<file path="src/rtl/mux2to1.sv">
// rtl/mux2to1.sv - word-wide 2:1 selector with select-change flag and optional registered copy
// Macro MUX2TO1_OUT_REG_EN: defined -> out_q is a register, undefined -> out_q follows out.
module mux2to1 #(
    parameter int               WIDTH     = 32,
    parameter logic [WIDTH-1:0] RESET_VAL = '0
) (
    input  logic [WIDTH-1:0] in1,
    input  logic [WIDTH-1:0] in2,
    output logic [WIDTH-1:0] out,
    input  logic             select,
    input  logic             clk,
    input  logic             reset,
    output logic [WIDTH-1:0] out_q,
    output logic             sel_toggle
);

    logic sel_q;
    logic sel_d;
    logic sel_toggle_q;
    logic sel_toggle_d;

    // Ternary keeps an unknown select visible as X in simulation; a 0 select takes in1.
    assign out = select ? in2 : in1;

    always_comb begin
        sel_d        = sel_q;
        sel_toggle_d = 1'b0;
        if (reset) begin
            sel_d        = 1'b0;
            sel_toggle_d = 1'b0;
        end else begin
            sel_d        = select;
            sel_toggle_d = (select != sel_q);
        end
    end

    always_ff @(posedge clk) begin
        sel_q        <= sel_d;
        sel_toggle_q <= sel_toggle_d;
    end

    assign sel_toggle = sel_toggle_q;

`ifdef MUX2TO1_OUT_REG_EN
    logic [WIDTH-1:0] out_reg_q;
    logic [WIDTH-1:0] out_reg_d;

    always_comb begin
        out_reg_d = out;
        if (reset) begin
            out_reg_d = RESET_VAL;
        end
    end

    always_ff @(posedge clk) begin
        out_reg_q <= out_reg_d;
    end

    assign out_q = out_reg_q;
`else
    assign out_q = out;
`endif

endmodule

</file>
<file path="config.mk">
export PLATFORM = sky130hd
export DESIGN_NAME = mux2to1
export DESIGN_NICKNAME = d
export VERILOG_FILES = /design/src/rtl/mux2to1.sv
export SDC_FILE = /design/constraint.sdc
export NUM_CORES = 1
export LEC_CHECK = 0
export CAP_MARGIN = 25
export CELL_PAD_IN_SITES_DETAIL_PLACEMENT = 1
export CELL_PAD_IN_SITES_GLOBAL_PLACEMENT = 2
export CORE_MARGIN = 2
export CORE_UTILIZATION = 10
export DETAILED_ROUTE_END_ITERATION = 8
export GPL_TIMING_DRIVEN = 0
export PLACE_DENSITY_LB_ADDON = 0.1
export SETUP_SLACK_MARGIN = 0.3
export SYNTH_ARGS = -nofsm -noshare
export SYNTH_HDL_FRONTEND = slang
export SYNTH_SLANG_ARGS = --single-unit
</file>
<file path="constraint.sdc">
create_clock -name clk -period 1.9 [get_ports clk]
set_input_delay 0.57 -clock clk [delete_from_list [all_inputs] [get_ports clk]]
set_output_delay 0.57 -clock clk [all_outputs]
set_load 0.03 [all_outputs]
</file>
# Word level (Yosys, flattened, before mapping)
# Cells that the tools add are included.
# word_totals
ff_bits	2
inputBits	67
out_inout_bits	65
wordCells	4
# classes
eq_ne	1
mux	1
# op_table
operator	count
two-way mux 32 bit	1
inequality test 1 bit	1

# Longest topological paths before layout
# Gate-level depths: netlist of run 1.
# depth
word_depth	1
ltp_mapped	4
mapped_depth_nobuf	2

# Least setup slack after synthesis of run 1
# No wires, ideal clock.
# synth_timing
kind	input to output
start	in select
end	out out_q[10]
arrival_time_ns	1.374
required_time_ns	1.330
setup_slack_ns	-0.044
cell_stages	4
path_buffers	3
path_cell_list	buf_6 > buf_12 > mux2_4 > buf_4
# synth_between
elab_chain_cells	1
# synth_lines
element	line_no	source
start, declared	10	input logic select,
two-way mux 32 bit	23	assign out = select ? in2 : in1;
end, declared	13	output logic [WIDTH-1:0] out_q,
# Every way passes these cells.

# Final worst setup path of run 1
# layout_timing
start	in select
end	out out_q[8]
# Same word-level chain as after synthesis.

==> qor.csv, run 1 <==
metric,value,unit
cp-start-kind,input pin,
drt_pre_antenna_iters,3,
hp-class,flip-flop to flip-flop,
fp.dieArea,0.00910,sq mm
diodes,0,
leakage,1.28,nW
clock_path_buffers,2,
peakVddDrop,0.271,mV
synth_top_area_share,50.3,%
grt_usage,7.11,%
die_x,95.4,um
fin_total_pwr,1.05,mW
fin_crit_sh,103,%
grt_pass1_vias,1090,
rsz0062_at_grt,yes,
setup_ws,-0.0647,ns
max_clock_freq,509,MHz
synth_area_leader_cell,mux2_4,
drive_gt1_share,66.3,%
critPathKind,input pin to output port,
final_nets,277,
fin_util,30.1,%
synthTopCellsByCount,"32 x buf_4, 28 x mux2_4, 4 x mux2_2, 3 x buf_12, 2 x dfxtp_1",
via_per_inst,3.29,
fp.coreArea,0.00818,sq mm
chipHeight,95.4,um
cts_tree,done,
fin_worst_skew,0.00203,ns
setup_tns,-1.76,ns
tightest_slew,0.306,ns
cts_root_buf,clkbuf_8,
ys.flop_type,dfxtp_1,
relSlewSlack,79.7,%
hpwl,3.29,mm
gp_congestion,0.668,
numPortBuffers,130,
clock_latency,0.21,ns
path_clk_slew,0.03,ns
post_drt_wl_per_cell,12.0,um
synth_seq_area_share,4.79,%
grt-ovfl-total,0,
power.density,427,mW/mm^2
area_growth,195,%
io_pins,132,
wl,3.76,mm
worstSetupEndpointType,output port,
hold_ws,0.494,ns
route.vias.total,1031,
violations,negative setup slack,
grt_pass1_wl,5.11,mm
finalNonFillerCells,313,
antenna_found_initial,0,
drtIter0Drc,5,
cp.required,1.33,ns
ant_nets,0,
start_util,10.2,%
synth-edff-count,0,
synth_area,836,sq um
synth_cell_types,9,
htree_levels,1,
drc,0,
yosys_warnings,0,
synthArstFlopShare,0,%
drv_cap,0,
ff_latch_area,40.0,sq um
outcome,finished with violations,
synthTopCellsByArea,"mux2_4 50%, buf_4 29%, buf_12 7.2%",
synth.most_common_cell,buf_4,
clock_sinks,2,
rows,33,
cp.arrival,1.39,ns
cts_buffers,3,
dp.cells,308,
final-setup-viol-count,32,
cp_max_fo,10,
ys_ff_latch,2,
synthesis.nets,140,
hold_viol_final,0,
synth_area_per_cell,11.4,sq um
finalCriticalPeriod,1.96,ns
holdPathStages,2,
worst_r2r_path_depth,2,
multiInputGateArea,499,sq um
grt_max_degree,11,
netlist_instances,73,
fillers,925,
timing_max_transition_violations_final,0,
-- cells in the final DEF (no fill, tap or decap), drive strengths merged --
master,netlist,layout
nor2b,1,1
clkdlybuf4s50,0,1
xnor2,1,1
clkdlybuf4s15,0,1
dfxtp,2,2
dlygate4sd2,0,63
buf,36,103
mux2,32,32
nor2,1,1
clkbuf,0,3
-- layout make-up --
class / instances / share of cell area (%)
well taps: 105 / 5.33
clock buffers: 3 / 1.68
repair buffers: 132 / 53.2
multi-input cells: 35 / 20.3
flip-flops and latches: 2 / 1.63
plain buffers: 36 / 17.9
-- critical path, cell delays in order --
cell    delay [ns]
buf_12        0.12
buf_12        0.14
mux2_4        0.32
buf_6         0.12
buf_6         0.12
-- through the flow --
step	instance area (sq um)	setup WS [ns]
floorplan	950	-0.00753
global placement	2380	-0.637
detailed placement	2380	-0.657
CTS	2450	-0.0687
global route	2460	-0.0851
finish	2460	-0.0647
-- kinds of logic after synthesis --
family | synth area share (%)
xor+xnor | 1.05
buf+inv | 37.3
flops | 4.79
mux | 55.7
simple gates | 1.20
-- registers in the layout, indices dropped and copies added, names as in the netlist --
signal / flops
sel_q: 1
sel_toggle: 1
-- final timing paths --
path	startpoint	end	slack [ns]
worst max register to register	sel_q	sel_toggle	1.29
worst max-delay path	select	out_q[8]	-0.06
worst min-delay path	sel_q	sel_toggle	0.49
worst min register to register	sel_q	sel_toggle	0.49
-- layer usage --
metal  routed length, um  track usage [%]
met4                   8             1.43
met1                1280             7.68
met5                   0                0
met2                2110             14.3
met3                 362             1.19
-- timing repair --
| item | 4_1_cts | 5_1_grt |
|---|---|---|
| resized for setup | 517 | 3 |
| setup endpoints to repair | 65 | 64 |
| setup buffers | 2 | 0 |
| hold buffers | 0 | 0 |
-- report_power, final --
group	switching, mW	internal, mW	total (mW)
combinational	0.381	0.460	0.840
clock	0.0309	0.134	0.165
sequential	0.000960	0.0452	0.0462
total	0.413	0.639	1.05
Note: power is estimated with default switching activity, not from simulation.
==> run 2: changes to the inputs <==
--- a/config.mk
+++ b/config.mk
@@ -8,6 +8,7 @@
 export CAP_MARGIN = 25
 export CELL_PAD_IN_SITES_DETAIL_PLACEMENT = 1
 export CELL_PAD_IN_SITES_GLOBAL_PLACEMENT = 2
+export CORE_ASPECT_RATIO = 0.7
 export CORE_MARGIN = 2
 export CORE_UTILIZATION = 10
 export DETAILED_ROUTE_END_ITERATION = 8
==> run 2 against run 1 <==
Compared with the run above:
- cell count fell by 0.96%
- non-clock buffer count grew 1
- sequential power about the same
- the run ends with design-rule violations, negative setup slack left
- via count is 1.5% lower
- worst hold slack worse by 0.0027 ns
- critical path type unchanged
- first-iteration DRC count grew to 2.8 times the previous value
- sequential share of layout area about the same
- clock power up 90%
- worst setup slack worse by 0.0041 ns
- register-to-register slack is essentially flat
- flip-flop and latch count stayed put
==> qor.csv, run 2 (synthesized netlist as in run 1, its figures left out) <==
metric,value,unit
outcome,finished with violations,
violations,"design-rule violations, negative setup slack",
antenna_found_initial,0,
fin_area,0.00249,sq mm
fp.coreArea,0.00797,sq mm
timing_max_transition_violations_final,0,
grt_max_degree,11,
setup_tns,-1.92,ns
drc,7,
fin_util,31.3,%
finalCriticalPeriod,1.97,ns
multiInputGateArea,499,sq um
hpwl,3.52,mm
power.density,482,mW/mm^2
cp-start-kind,input pin,
fin_crit_sh,104,%
hold_viol_final,0,
clock_latency,0.22,ns
drive_gt1_share,66.5,%
setup_ws,-0.0689,ns
tightest_slew,0.309,ns
rrSetupSlack,1.30,ns
io_pins,132,
grt-ovfl-total,0,
post_drt_wl_per_cell,12.8,um
ff_latch_area,40.0,sq um
relSlewSlack,79.5,%
cp_max_fo,10,
place_area,0.00238,sq mm
pre_cts_slack,-0.659,ns
final-setup-viol-count,33,
start_util,10.5,%
peakVddDrop,0.330,mV
max_clock_freq,508,MHz
path_clk_slew,0.03,ns
fillers,897,
diodes,0,
cts_buffers,3,
clock_path_buffers,2,
chipHeight,80.5,um
gp_congestion,0.723,
rsz0062_at_grt,yes,
mostFrequentLayoutCells,"95 x buf_6, 63 x dlygate4sd2_1, 32 x mux2_4, 4 x buf_12",
htree_levels,1,
ant_nets,0,
leakage,1.30,nW
fin_worst_skew,0.00193,ns
fp.dieArea,0.00912,sq mm
grt_pass1_wl,5.90,mm
via_per_inst,3.28,
cp.arrival,1.40,ns
cp.required,1.33,ns
drt_pre_antenna_iters,6,
rows,27,
die_x,113,um
final_nets,278,
hp-class,flip-flop to flip-flop,
area_growth,199,%
final_common_cell,buf_6,
route.vias.total,1016,
cts_root_buf,clkbuf_16,
worstSetupEndpointType,output port,
cts_tree,done,
critPathKind,input pin to output port,
grt_usage,8.35,%
drv_cap,0,
grt_pass1_vias,1145,
numPortBuffers,130,
drtIter0Drc,14,
wl,3.97,mm
clock_sinks,2,
[run 2: layer usage]
metal  share of wire, %  vias to the layer above  global-route usage (%)
met4               0.48                        0                    1.46
met1                 36                      473                    9.30
met3                7.4                        2                    1.89
met5                  0                        -                       0
met2                 56                       53                    16.4
li1                   -                      488                       -
[run 2: area by class of cell]
cell class                      count  share of cell area (%)
Multi-Input combinational cell     35                    20.0
Sequential cell                     2                    1.60
Clock buffer                        3                    3.01
Timing Repair Buffer              133                    52.7
Buffer                             36                    17.7
Tap cell                          101                    5.07
[run 2: power by group]
part	switching [mW]	internal, mW
clock	0.0467	0.268
sequential	0.000888	0.0452
combinational	0.382	0.460
[run 2: path summary, 6_finish.rpt]
kind	cells past startpoint	startpoint	endpoint
max	5	select	out_q[4]
min	2	sel_q	sel_toggle
max reg2reg	2	sel_q	sel_toggle
min reg2reg	2	sel_q	sel_toggle
[run 2: repair_timing]
action	4_1_cts	5_1_grt
endpoints found under the setup margin	65	64
resized for setup	516	6
hold buffers	0	0
cloned	0	0
buffers inserted	3	0
[run 2: critical path: stages]
cell    delay, ns
buf_12       0.12
buf_12       0.14
mux2_4       0.32
buf_6        0.12
buf_6        0.12
[run 2: metrics by stage]
step / hold slack [ns] / cells / power, mW
after floorplan: 0.454 / 73 / 0.525
after global placement: 0.476 / 304 / 0.879
after detailed placement: 0.477 / 304 / 0.888
after CTS: 0.502 / 310 / 1.21
after global routing: 0.550 / 310 / 1.26
final: 0.491 / 310 / 1.20
